## config.mk

```make
export PLATFORM = sky130hd
export DESIGN_NAME = f_fetch_pc
export DESIGN_NICKNAME = d
export VERILOG_FILES = /design/src/rtl/npc_pkg.sv /design/src/rtl/npc_calc.sv /design/src/rtl/f_fetch_pc.sv
export SDC_FILE = /design/constraint.sdc
export NUM_CORES = 1
export LEC_CHECK = 0
export ABC_AREA = 1
export BUFFER_PORTS_ARGS = -buffer_cell sky130_fd_sc_hd__buf_2
export CORE_MARGIN = 1
export CORE_UTILIZATION = 36
export CTS_CLUSTER_DIAMETER = 50
export CTS_CLUSTER_SIZE = 25
export DETAILED_ROUTE_END_ITERATION = 12
export GPL_ROUTABILITY_DRIVEN = 0
export GPL_TIMING_DRIVEN = 0
export PLACE_DENSITY = 0.61
export SLEW_MARGIN = 20
export SYNTH_ARGS = -nofsm -noshare
export SYNTH_HDL_FRONTEND = slang
export SYNTH_HIERARCHICAL = 1
export SYNTH_SLANG_ARGS = --single-unit
```

## constraint.sdc

```tcl
create_clock -name clk -period 4.57 [get_ports clk]
set_input_delay 0.2285 -clock clk [delete_from_list [all_inputs] [get_ports clk]]
set_output_delay 0.2285 -clock clk [all_outputs]
set_load 0.01 [all_outputs]
```

## src/rtl/npc_pkg.sv

```systemverilog
// Shared encodings and constants for the fetch-stage next-PC logic.
package npc_pkg;

    localparam int unsigned XLEN   = 32;
    localparam int unsigned OP_W   = 3;
    localparam int unsigned IMM_W  = 16;
    localparam int unsigned IDX_W  = 26;

    typedef enum logic [OP_W-1:0] {
        NPC_PC4    = 3'd0,
        NPC_BRANCH = 3'd1,
        NPC_J      = 3'd2,
        NPC_JR     = 3'd3
    } npc_op_e;

    localparam logic [XLEN-1:0] DEFAULT_RESET_PC = 32'h0000_3000;
    localparam logic [XLEN-1:0] NOP              = 32'h0000_0000;

    // F/D pipeline register payload
    typedef struct packed {
        logic            valid;
        logic [XLEN-1:0] instr;
        logic [XLEN-1:0] pc;
    } fd_reg_t;

endpackage

```

## src/rtl/npc_calc.sv

```systemverilog
// Combinational next-PC target computation and selection.
module npc_calc
    import npc_pkg::*;
(
    input  logic [XLEN-1:0]  f_pc,
    input  logic [XLEN-1:0]  d_pc,
    input  logic             d_valid,
    input  logic [OP_W-1:0]  d_npc_op,
    input  logic             d_cmp_suc,
    input  logic [IMM_W-1:0] d_imm16,
    input  logic [IDX_W-1:0] d_index26,
    input  logic [XLEN-1:0]  d_rs_val,
    output logic [XLEN-1:0]  npc_c
);

    logic [XLEN-1:0] pc4;
    logic [XLEN-1:0] br_off;
    logic [XLEN-1:0] br_tgt;
    logic [XLEN-1:0] j_tgt;

    assign pc4    = f_pc + 32'd4;
    assign br_off = {{(XLEN-IMM_W-2){d_imm16[IMM_W-1]}}, d_imm16, 2'b00};
    assign br_tgt = d_pc + 32'd4 + br_off;
    assign j_tgt  = {d_pc[31:28], d_index26, 2'b00};

    // Reserved encodings and an empty D stage fall through to sequential fetch
    always_comb begin
        npc_c = pc4;
        if (d_valid) begin
            case (d_npc_op)
                NPC_BRANCH: npc_c = d_cmp_suc ? br_tgt : pc4;
                NPC_J:      npc_c = j_tgt;
                NPC_JR:     npc_c = d_rs_val;
                default:    npc_c = pc4;
            endcase
        end
    end

endmodule

```

## src/rtl/f_fetch_pc.sv

```systemverilog
// Fetch-stage PC register, F/D pipeline register and fetch counter.
module f_fetch_pc
    import npc_pkg::*;
#(
    parameter logic [XLEN-1:0] RESET_PC = DEFAULT_RESET_PC
) (
    input  logic             clk,
    input  logic             reset,
    input  logic             stall,
    input  logic [XLEN-1:0]  im_instr,
    input  logic [OP_W-1:0]  d_npc_op,
    input  logic             d_cmp_suc,
    input  logic [IMM_W-1:0] d_imm16,
    input  logic [IDX_W-1:0] d_index26,
    input  logic [XLEN-1:0]  d_rs_val,
    output logic [XLEN-1:0]  f_pc,
    output logic             f_pc_misalign,
    output logic [XLEN-1:0]  d_instr,
    output logic [XLEN-1:0]  d_pc,
    output logic [XLEN-1:0]  d_pc8,
    output logic             d_valid,
    output logic [XLEN-1:0]  fetch_cnt
);

    fd_reg_t         fd_q;
    logic [XLEN-1:0] npc;

    npc_calc u_npc_calc (
        .f_pc      (f_pc),
        .d_pc      (fd_q.pc),
        .d_valid   (fd_q.valid),
        .d_npc_op  (d_npc_op),
        .d_cmp_suc (d_cmp_suc),
        .d_imm16   (d_imm16),
        .d_index26 (d_index26),
        .d_rs_val  (d_rs_val),
        .npc_c     (npc)
    );

    // A stalled cycle drops any redirect; it is recomputed once the stall lifts
    always_ff @(posedge clk or negedge reset) begin
        if (!reset) begin
            f_pc      <= RESET_PC;
            fd_q      <= '{valid: 1'b0, instr: NOP, pc: '0};
            fetch_cnt <= '0;
        end else if (!stall) begin
            f_pc      <= npc;
            fd_q      <= '{valid: 1'b1, instr: im_instr, pc: f_pc};
            fetch_cnt <= fetch_cnt + 32'd1;
        end
    end

    assign d_instr       = fd_q.instr;
    assign d_pc          = fd_q.pc;
    assign d_valid       = fd_q.valid;
    assign d_pc8         = fd_q.pc + 32'd8;
    assign f_pc_misalign = (f_pc[1:0] != 2'b00);

endmodule

```

==> impl_metrics.xml, run 1 <==
<?xml version="1.0" encoding="UTF-8"?>
<metrics>
  <group name="floorplan">
    <metric name="die_width" unit="um">172</metric>
    <metric name="ioPinCount" unit="">275</metric>
    <metric name="die-area" unit="mm2">0.0297</metric>
    <metric name="initial_utilization" unit="%">37.1</metric>
    <metric name="floorplan.core_area" unit="mm2">0.0282</metric>
    <metric name="die_height" unit="um">172</metric>
    <metric name="rows" unit="">61</metric>
  </group>
  <group name="worst_setup_path">
    <metric name="crit_path_max_incr_delay" unit="ns">0.59</metric>
    <metric name="r2r_start" unit="">d_pc[3]$_DFFE_PN0N_</metric>
    <metric name="crit_path_cell_trace" unit="">ha_1, ha_1, inv_1, fa_1, inv_1, nand3_1, nand3_1, nand3_1, nand3_1, nand2_1, nand3_1, nand3_1, nand2_1, a21oi_2, nand2_1, o21ai_0</metric>
    <metric name="criticalPathCategory" unit="">flop to flop</metric>
    <metric name="cpMaxStageDelayCell" unit="">sky130_fd_sc_hd__dfrtp_1</metric>
    <metric name="worst-r2r-setup-slack" unit="ns">1.27</metric>
    <metric name="critPathMostFrequentCell" unit="">sky130_fd_sc_hd__nand3_1</metric>
    <metric name="setup.worst_path.end_class" unit="">flop</metric>
    <metric name="timing.critical_path.from_type" unit="">flop</metric>
    <metric name="cp_data_arrival_time" unit="ns">3.61</metric>
    <metric name="worst_r2r_dst" unit="">f_pc[31]$_DFFE_PN0N_</metric>
    <metric name="timing.critical_path.required" unit="ns">4.88</metric>
    <metric name="worst_r2r_path_depth" unit="">16</metric>
    <metric name="critPathMaxFanout" unit="">8</metric>
  </group>
  <group name="sta">
    <metric name="rsz0062_at_grt" unit="">no</metric>
    <metric name="post_route_fraction_of_the_period_consumed_by_the_critical_path" unit="%">72.1</metric>
    <metric name="maxSlewHeadroom" unit="%">36.2</metric>
    <metric name="fin_worst_skew" unit="ns">0.0126</metric>
    <metric name="timing.final.setup_violations" unit="">0</metric>
    <metric name="drv_slew" unit="">0</metric>
    <metric name="whs" unit="ns">0.0318</metric>
    <metric name="final_critical_path_setup_slack" unit="ns">1.27</metric>
    <metric name="finalHoldViolations" unit="">0</metric>
    <metric name="worst_slew_pin_slew" unit="ns">0.956</metric>
    <metric name="max_clock_freq" unit="MHz">303</metric>
    <metric name="final.setup.tns" unit="ns">0</metric>
    <metric name="period_needed" unit="ns">3.30</metric>
  </group>
  <group name="cts">
    <metric name="cts-resized-gates" unit="">0</metric>
    <metric name="tritoncts" unit="">done</metric>
    <metric name="clk_pin_slew_worst_paths" unit="ns">0.06</metric>
    <metric name="cts.path.max_buffers" unit="">2</metric>
    <metric name="postCtsHoldBufs" unit="">32</metric>
    <metric name="htreeDepth" unit="">4</metric>
    <metric name="clkLatencyLatePin" unit="ns">0.43</metric>
    <metric name="ctsRootBufferMaster" unit="">sky130_fd_sc_hd__clkbuf_16</metric>
    <metric name="cts.repair_timing.setup_buffer_count" unit="">0</metric>
    <metric name="cts.sinks" unit="">129</metric>
    <metric name="cts_buffers" unit="">17</metric>
  </group>
  <group name="routing">
    <metric name="routed-via-count" unit="">12000</metric>
    <metric name="number_of_vias_per_cell_after_detailed_routing" unit="">5.09</metric>
    <metric name="drc" unit="">0</metric>
    <metric name="drt_pre_antenna_iters" unit="">5</metric>
    <metric name="first_iter_violations" unit="">698</metric>
    <metric name="ant_nets" unit="">0</metric>
    <metric name="wl_per_cell" unit="um">17.1</metric>
    <metric name="routed_wirelength" unit="mm">40.2</metric>
  </group>
  <group name="placement">
    <metric name="post_dp_cell_area" unit="mm2">0.0123</metric>
    <metric name="dp_hpwl" unit="mm">32.1</metric>
    <metric name="place.detailed.instances" unit="">2286</metric>
    <metric name="port_buffers" unit="">273</metric>
    <metric name="preCtsSetupSlack" unit="ns">1.39</metric>
  </group>
  <group name="final_layout">
    <metric name="num-nets-final" unit="">2133</metric>
    <metric name="post_route_cells_drive_above_1_share" unit="%">18.9</metric>
    <metric name="layout.cell_area.non_filler" unit="mm2">0.0132</metric>
    <metric name="finish.utilization" unit="%">47.0</metric>
    <metric name="final_cells" unit="">2350</metric>
    <metric name="synthToLayoutAreaGrowth" unit="%">26.8</metric>
    <metric name="antenna_cells_inserted" unit="">0</metric>
  </group>
  <group name="global_routing">
    <metric name="grt_pass1_vias" unit="">11600</metric>
    <metric name="grt-ovfl-total" unit="">0</metric>
    <metric name="grt_first_pass_wirelength" unit="mm">61.8</metric>
    <metric name="grt_overall_usage" unit="%">27.7</metric>
    <metric name="number_of_antenna_violations_at_the_first_check_in_global_routing" unit="">3</metric>
    <metric name="grt_max_degree" unit="">74</metric>
  </group>
  <group name="min_path">
    <metric name="min-delay-path-class" unit="">input port to flop</metric>
    <metric name="hold_end" unit="">d_instr[0]$_DFFE_PN0N_</metric>
    <metric name="worstHoldPathCells" unit="">3</metric>
    <metric name="timing.hold.worst.start" unit="">im_instr[0]</metric>
  </group>
  <group name="logic_synthesis">
    <metric name="mappedNetlistArea" unit="mm2">0.0104</metric>
    <metric name="synthTopCellsByArea" unit="">sky130_fd_sc_hd__dfrtp_1 30%, sky130_fd_sc_hd__nand2_1 24%, sky130_fd_sc_hd__ha_1 7.2%, sky130_fd_sc_hd__inv_1 6.9%, sky130_fd_sc_hd__nor2_1 4.5%</metric>
    <metric name="async_flop_share" unit="%">100</metric>
    <metric name="yosys_most_used_dff" unit="">sky130_fd_sc_hd__dfrtp_1</metric>
    <metric name="area_leader_netlist" unit="">sky130_fd_sc_hd__dfrtp_1</metric>
    <metric name="ys_seq_area_share" unit="%">30.9</metric>
    <metric name="synth_edf_count" unit="">0</metric>
    <metric name="seq_cells_post_synth" unit="">129</metric>
    <metric name="syn-instance-count" unit="">1634</metric>
    <metric name="ys_warn_count" unit="">6</metric>
    <metric name="average_footprint_of_a_synthesized_cell" unit="um2">6.39</metric>
    <metric name="netlist-cell-type-count" unit="">48</metric>
    <metric name="synth_top_cell_area_share" unit="%">30.4</metric>
    <metric name="synth.net_count" unit="">1808</metric>
  </group>
  <group name="pwr">
    <metric name="power_density" unit="mW/mm2">343</metric>
    <metric name="total_power" unit="mW">4.54</metric>
    <metric name="power.leakage" unit="nW">7.13</metric>
    <metric name="worst_ir_drop_vdd" unit="uV">201</metric>
  </group>
  <group name="run">
    <metric name="number_of_violations_of_the_max_capacitance_limit" unit="">0</metric>
  </group>
  <group name="outcome">
    <metric name="result_of_the_run" unit="">complete, no violations</metric>
  </group>
</metrics>
==> logic make-up (layout without fill, tap and decap cells) <==
family	Yosys count	count (layout)	share of synthesized area, %
buf+inv	248	586	9.18
compound gates	174	174	9.82
fa+ha+maj	61	61	7.38
simple gates	976	976	38.8
flops	129	129	30.9
xor+xnor	46	46	3.86
==> worst max-delay path: cells and delay by family, from the launching register on <==
kind | cells | cell delay (ns)
AO/OA/AOI/OAI | 2 | 0.15
flip-flops | 1 | 0.59
adder cells (fa/ha/maj) | 3 | 1.03
AND/OR/NAND/NOR | 9 | 1.22
buffers and inverters | 2 | 0.18
==> area by class of cell <==
cell class | count | area, um2
clock buffers | 18 | 439
inverters | 209 | 785
well taps | 378 | 473
flip-flops and latches | 129 | 3230
repair buffers | 306 | 1720
clock inverters | 14 | 166
plain buffers | 39 | 174
multi-input cells | 1257 | 6250
fillers | 2962 | 14900
==> cells in the final DEF, fill, tap and decap left out, types with 16 or more instances in the layout <==
cell type,instances
sky130_fd_sc_hd__dlygate4sd3_1,32
sky130_fd_sc_hd__xnor2_1,24
sky130_fd_sc_hd__nor3_1,22
sky130_fd_sc_hd__ha_1,60
sky130_fd_sc_hd__buf_2,278
sky130_fd_sc_hd__dfrtp_1,127
sky130_fd_sc_hd__a21oi_1,57
sky130_fd_sc_hd__clkbuf_1,26
sky130_fd_sc_hd__nand2_1,669
sky130_fd_sc_hd__xor2_1,22
sky130_fd_sc_hd__a221oi_1,16
sky130_fd_sc_hd__nand4_1,21
sky130_fd_sc_hd__clkbuf_16,17
sky130_fd_sc_hd__inv_1,193
sky130_fd_sc_hd__nor2_1,126
sky130_fd_sc_hd__nand3_1,91
sky130_fd_sc_hd__o21ai_0,60
==> where the power goes <==
part	leakage (nW)	switching [mW]	internal, mW
Clock	0.294	0.581	0.834
Combinational	5.19	0.974	0.579
Sequential	1.65	0.291	1.28
Total	7.13	1.85	2.70
==> flip-flops by register name, summed over array words and instances, names as in the netlist <==
name	flops
d_instr	32
d_pc	32
f_pc	32
fetch_cnt	32
d_valid	1
==> per-layer routing <==
layer	GRT usage, %	vias up	part of all wire, %
met4	12.6	4	4.2
met5	0	-	0.055
li1	-	5832	-
met1	33.9	5581	41
met2	46.6	453	47
met3	5.52	88	7.7
==> cell usage after synthesis, types with 6 or more instances <==
master	instances
sky130_fd_sc_hd__a21oi_1	57
sky130_fd_sc_hd__nand3_1	91
sky130_fd_sc_hd__xor2_1	22
sky130_fd_sc_hd__inv_1	193
sky130_fd_sc_hd__xnor2_1	24
sky130_fd_sc_hd__o21ai_1	6
sky130_fd_sc_hd__a221oi_1	16
sky130_fd_sc_hd__inv_2	15
sky130_fd_sc_hd__ha_1	60
sky130_fd_sc_hd__nor3_1	22
sky130_fd_sc_hd__a22oi_1	12
sky130_fd_sc_hd__nand2_1	669
sky130_fd_sc_hd__nor2_2	15
sky130_fd_sc_hd__nor2_1	126
sky130_fd_sc_hd__nand4_1	21
sky130_fd_sc_hd__clkbuf_1	26
sky130_fd_sc_hd__dfrtp_1	127
sky130_fd_sc_hd__buf_2	6
sky130_fd_sc_hd__nand3b_1	9
sky130_fd_sc_hd__o21ai_0	60
==> how the worst max path moves through the flow <==
stage / cells past startpoint / start / endpoint
final: 16 / d_pc[3]$_DFFE_PN0N_ / f_pc[31]$_DFFE_PN0N_
after global routing: 17 / d_pc[3]$_DFFE_PN0N_ / f_pc[17]$_DFFE_PN0N_
after CTS: 17 / d_pc[3]$_DFFE_PN0N_ / f_pc[17]$_DFFE_PN0N_
after detailed placement: 17 / d_pc[3]$_DFFE_PN0N_ / f_pc[17]$_DFFE_PN0N_
after global placement: 17 / d_pc[3]$_DFFE_PN0N_ / f_pc[17]$_DFFE_PN0N_
after floorplan: 16 / d_pc[3]$_DFFE_PN0N_ / f_pc[31]$_DFFE_PN0N_
(Power assumes the default switching activity.)
==> inputs of run 2 (changes only) <==
- ABC_AREA: 1 -> 0
- PLACE_DENSITY: 0.61 -> 0.62
- clock period: 4.57 -> 3.2 ns (I/O delays scaled with it)
==> run 2 against run 1 <==
  * First-iteration DRC count is 18% lower
  * Critical path type unchanged
  * Final cell count is 31% lower
  * Die area is 11% lower
  * Synthesized cell count is 43% lower
  * The flow now finishes with violations (setup timing)
==> impl_metrics.xml, run 2 <==
<?xml version="1.0" encoding="UTF-8"?>
<metrics>
  <group name="outcome">
    <metric name="result_of_the_run" unit="">finished with violations</metric>
    <metric name="failed_checks" unit="">setup timing</metric>
  </group>
  <group name="worst_setup_path">
    <metric name="crit_path_max_incr_delay" unit="ns">0.43</metric>
    <metric name="timing.critical_path.required" unit="ns">3.51</metric>
    <metric name="critPathMostFrequentCell" unit="">sky130_fd_sc_hd__ha_4</metric>
    <metric name="criticalPathCategory" unit="">flop to flop</metric>
    <metric name="cpMaxStageDelayCell" unit="">sky130_fd_sc_hd__dfrtp_2</metric>
    <metric name="worst_path_dominant_cell_family" unit="">compound AO/OA/AOI/OAI gates</metric>
    <metric name="critical_path.n_buffers_inverters" unit="">1</metric>
    <metric name="cp_data_arrival_time" unit="ns">3.61</metric>
    <metric name="startpoint" unit="">d_pc[3]$_DFFE_PN0N_</metric>
    <metric name="worst_r2r_dst" unit="">f_pc[27]$_DFFE_PN0N_</metric>
    <metric name="crit_path_cell_trace" unit="">ha_4, ha_4, inv_2, fa_2, and2b_2, o2111ai_4, a2111oi_4, nor4_4, a21oi_2, nand3_1, mux2i_1, o31a_1, mux2_4</metric>
    <metric name="setup.worst_path.end_class" unit="">flop</metric>
    <metric name="timing.critical_path.from_type" unit="">flop</metric>
    <metric name="r2r_start" unit="">d_pc[3]$_DFFE_PN0N_</metric>
    <metric name="critPathMaxFanout" unit="">3</metric>
    <metric name="worst_r2r_path_depth" unit="">13</metric>
    <metric name="worst-r2r-setup-slack" unit="ns">-0.10</metric>
  </group>
  <group name="logic_synthesis">
    <metric name="area_leader_netlist" unit="">sky130_fd_sc_hd__dfrtp_1</metric>
    <metric name="async_flop_share" unit="%">100</metric>
    <metric name="mappedNetlistArea" unit="mm2">0.00924</metric>
    <metric name="netlist-cell-type-count" unit="">75</metric>
    <metric name="ys_seq_area_share" unit="%">34.9</metric>
    <metric name="seq_cells_post_synth" unit="">129</metric>
    <metric name="synth_top_cell_area_share" unit="%">34.4</metric>
    <metric name="syn-instance-count" unit="">927</metric>
    <metric name="synth_common_cells" unit="">127 x sky130_fd_sc_hd__dfrtp_1, 99 x sky130_fd_sc_hd__mux2_2, 64 x sky130_fd_sc_hd__nand2_1, 61 x sky130_fd_sc_hd__xnor2_1, 60 x sky130_fd_sc_hd__ha_1</metric>
    <metric name="synth_edf_count" unit="">0</metric>
    <metric name="synth_most_common_cell" unit="">sky130_fd_sc_hd__dfrtp_1</metric>
    <metric name="yosys_most_used_dff" unit="">sky130_fd_sc_hd__dfrtp_1</metric>
    <metric name="ys_warn_count" unit="">6</metric>
    <metric name="synthTopCellsByArea" unit="">sky130_fd_sc_hd__dfrtp_1 34%, sky130_fd_sc_hd__mux2_2 12%, sky130_fd_sc_hd__ha_1 8.1%, sky130_fd_sc_hd__xnor2_1 5.8%, sky130_fd_sc_hd__xor2_1 4.5%</metric>
    <metric name="average_footprint_of_a_synthesized_cell" unit="um2">9.97</metric>
    <metric name="synth.net_count" unit="">1101</metric>
  </group>
  <group name="placement">
    <metric name="dp_hpwl" unit="mm">22.7</metric>
    <metric name="port_buffers" unit="">272</metric>
  </group>
  <group name="cts">
    <metric name="clk_pin_slew_worst_paths" unit="ns">0.07</metric>
    <metric name="ctsRootBufferMaster" unit="">sky130_fd_sc_hd__clkbuf_16</metric>
    <metric name="cts.sinks" unit="">129</metric>
    <metric name="tritoncts" unit="">done</metric>
    <metric name="htreeDepth" unit="">4</metric>
    <metric name="cts.path.max_buffers" unit="">2</metric>
    <metric name="clkLatencyLatePin" unit="ns">0.43</metric>
    <metric name="cts_buffers" unit="">17</metric>
  </group>
  <group name="floorplan">
    <metric name="die-area" unit="mm2">0.0263</metric>
    <metric name="rows" unit="">58</metric>
    <metric name="die_width" unit="um">162</metric>
    <metric name="die_height" unit="um">162</metric>
    <metric name="floorplan.core_area" unit="mm2">0.0252</metric>
    <metric name="initial_utilization" unit="%">36.7</metric>
    <metric name="ioPinCount" unit="">275</metric>
  </group>
  <group name="global_routing">
    <metric name="grt_overall_usage" unit="%">23.2</metric>
    <metric name="grt-ovfl-total" unit="">0</metric>
    <metric name="grt_max_degree" unit="">72</metric>
    <metric name="number_of_antenna_violations_at_the_first_check_in_global_routing" unit="">1</metric>
    <metric name="grt_pass1_vias" unit="">8426</metric>
    <metric name="grt_first_pass_wirelength" unit="mm">46.4</metric>
  </group>
  <group name="final_layout">
    <metric name="layout_commonest_cell" unit="">sky130_fd_sc_hd__buf_2</metric>
    <metric name="finish.utilization" unit="%">48.8</metric>
    <metric name="fillCellCount" unit="">2387</metric>
    <metric name="post_route_cells_drive_above_1_share" unit="%">39.5</metric>
    <metric name="mostFrequentLayoutCells" unit="">285 x sky130_fd_sc_hd__buf_2, 121 x sky130_fd_sc_hd__dfrtp_1, 97 x sky130_fd_sc_hd__mux2_2, 63 x sky130_fd_sc_hd__nand2_1, 59 x sky130_fd_sc_hd__xnor2_1</metric>
    <metric name="synthToLayoutAreaGrowth" unit="%">32.9</metric>
    <metric name="num-nets-final" unit="">1439</metric>
  </group>
  <group name="sta">
    <metric name="rsz0062_at_grt" unit="">yes</metric>
    <metric name="period_needed" unit="ns">3.30</metric>
    <metric name="final_critical_path_setup_slack" unit="ns">-0.102</metric>
    <metric name="drv_slew" unit="">0</metric>
    <metric name="worst_slew_pin_slew" unit="ns">0.890</metric>
    <metric name="fin_worst_skew" unit="ns">0.0114</metric>
    <metric name="timing.final.setup_violations" unit="">3</metric>
    <metric name="finalHoldViolations" unit="">0</metric>
    <metric name="maxSlewHeadroom" unit="%">40.3</metric>
    <metric name="final.setup.tns" unit="ns">-0.198</metric>
    <metric name="post_route_fraction_of_the_period_consumed_by_the_critical_path" unit="%">103</metric>
    <metric name="max_clock_freq" unit="MHz">303</metric>
  </group>
  <group name="run">
    <metric name="number_of_violations_of_the_max_capacitance_limit" unit="">0</metric>
  </group>
  <group name="min_path">
    <metric name="worstHoldPathCells" unit="">4</metric>
    <metric name="timing.hold.worst.start" unit="">d_rs_val[1]</metric>
    <metric name="min-delay-path-class" unit="">input port to flop</metric>
    <metric name="hold_end" unit="">f_pc[1]$_DFFE_PN0N_</metric>
  </group>
  <group name="routing">
    <metric name="wl_per_cell" unit="um">18.8</metric>
    <metric name="ant_nets" unit="">0</metric>
    <metric name="drt_pre_antenna_iters" unit="">7</metric>
    <metric name="drc" unit="">0</metric>
    <metric name="routed_wirelength" unit="mm">30.2</metric>
    <metric name="number_of_vias_per_cell_after_detailed_routing" unit="">5.29</metric>
    <metric name="first_iter_violations" unit="">572</metric>
    <metric name="routed-via-count" unit="">8524</metric>
  </group>
  <group name="pwr">
    <metric name="power.leakage" unit="nW">5.92</metric>
    <metric name="power.share.switching" unit="%">41.7</metric>
    <metric name="power_density" unit="mW/mm2">681</metric>
    <metric name="pwr-share-comb" unit="%">46.7</metric>
    <metric name="net-switching-power" unit="mW">3.49</metric>
    <metric name="cellInternalPower" unit="mW">4.88</metric>
    <metric name="share_seq_of_total_power" unit="%">30.7</metric>
    <metric name="power.share.clock" unit="%">22.7</metric>
    <metric name="worst_ir_drop_vdd" unit="uV">339</metric>
  </group>
</metrics>
-- run 2: cell types whose count changed after synthesis, moves of 16 or more --
cell / delta
sky130_fd_sc_hd__nand3_1: -59
sky130_fd_sc_hd__and3_1: +16
sky130_fd_sc_hd__inv_1: -172
sky130_fd_sc_hd__nand2_1: -605
sky130_fd_sc_hd__nor2_1: -80
sky130_fd_sc_hd__mux2_2: +99
sky130_fd_sc_hd__mux2i_1: +29
sky130_fd_sc_hd__o21ai_0: -24
sky130_fd_sc_hd__xnor2_1: +37
sky130_fd_sc_hd__xor2_1: +26
-- run 2: how the worst max path moves through the flow --
stage | depth (start not counted) | slack [ns] | to
after floorplan | 13 | 0.02 | f_pc[27]$_DFFE_PN0N_
after global placement | 13 | -0.54 | f_pc[21]$_DFFE_PN0N_
after detailed placement | 13 | -0.55 | f_pc[21]$_DFFE_PN0N_
after CTS | 13 | -0.13 | f_pc[27]$_DFFE_PN0N_
after global routing | 13 | -0.23 | f_pc[27]$_DFFE_PN0N_
final | 13 | -0.10 | f_pc[27]$_DFFE_PN0N_
-- run 2: kinds of logic after synthesis --
family                   share of synthesized area (%)
XOR/XNOR                                          10.3
buffers and inverters                             3.68
multiplexers                                      15.2
flip-flops                                        34.9
adder cells (fa/ha/maj)                           8.34
AO/OA/AOI/OAI                                     11.7
AND/OR/NAND/NOR                                   15.8
-- run 2: power by group through the flow --
stage | Sequential, mW | Clock [mW] | Combinational [mW]
6_report | 2.57 | 1.90 | 3.90
5_1_grt | 2.64 | 2.00 | 4.28
4_1_cts | 2.57 | 1.95 | 3.71
3_5_place_dp | 2.61 | 0 | 3.51
3_3_place_gp | 2.59 | 0 | 3.46
2_1_floorplan | 2.59 | 0 | 2.25
-- run 2: stage by stage --
stage	hold slack (ns)	worst slack [ns]	area [um2]	power, mW	instances
after floorplan	-0.136	0.0250	9240	4.84	927
after global placement	0.391	-0.540	11000	6.05	1529
after detailed placement	0.142	-0.552	11100	6.12	1530
after CTS	0.163	-0.128	12100	8.23	1600
after global routing	0.244	-0.234	12300	8.92	1609
final	0.175	-0.102	12300	8.37	1610
-- run 2: per-layer routing --
metal / vias to the layer above / track usage, % / routed length, um / part of all wire, %
met5: - / 0 / 0 / 0
met4: 0 / 6.48 / 553 / 1.8
met3: 30 / 4.78 / 1710 / 5.7
met2: 307 / 40.0 / 14800 / 49
met1: 4097 / 29.0 / 13200 / 44
li1: 4090 / - / - / -
-- run 2: worst reg2reg max path: stages (launching register included) --
cell and delay (ns):
sky130_fd_sc_hd__dfrtp_2 0.43, sky130_fd_sc_hd__ha_4 0.28, sky130_fd_sc_hd__ha_4 0.13, sky130_fd_sc_hd__inv_2 0.03, sky130_fd_sc_hd__fa_2 0.33, sky130_fd_sc_hd__and2b_2 0.26, sky130_fd_sc_hd__o2111ai_4 0.16, sky130_fd_sc_hd__a2111oi_4 0.40
sky130_fd_sc_hd__nor4_4 0.09, sky130_fd_sc_hd__a21oi_2 0.24, sky130_fd_sc_hd__nand3_1 0.12, sky130_fd_sc_hd__mux2i_1 0.17, sky130_fd_sc_hd__o31a_1 0.27, sky130_fd_sc_hd__mux2_4 0.27
-- run 2: what timing repair did --
item                                   4_1_cts  5_1_grt
endpoints found under the hold margin       88        0
setup buffers                                5        8
pin swaps                                    9       11
setup endpoints to repair                   13       10
gates resized for setup                     24       24
hold buffers                                33        0
-- run 2: area by class of cell --
type	count	area (um2)	area share, %
antenna	2	5.00	0.0407
buffer	43	263	2.14
clock buffer	17	425	3.46
clock inverter	15	136	1.11
inverter	21	78.8	0.642
multi-input combinational	734	5900	48.0
sequential	129	3240	26.4
tap	330	413	3.36
timing repair buffer	319	1830	14.9
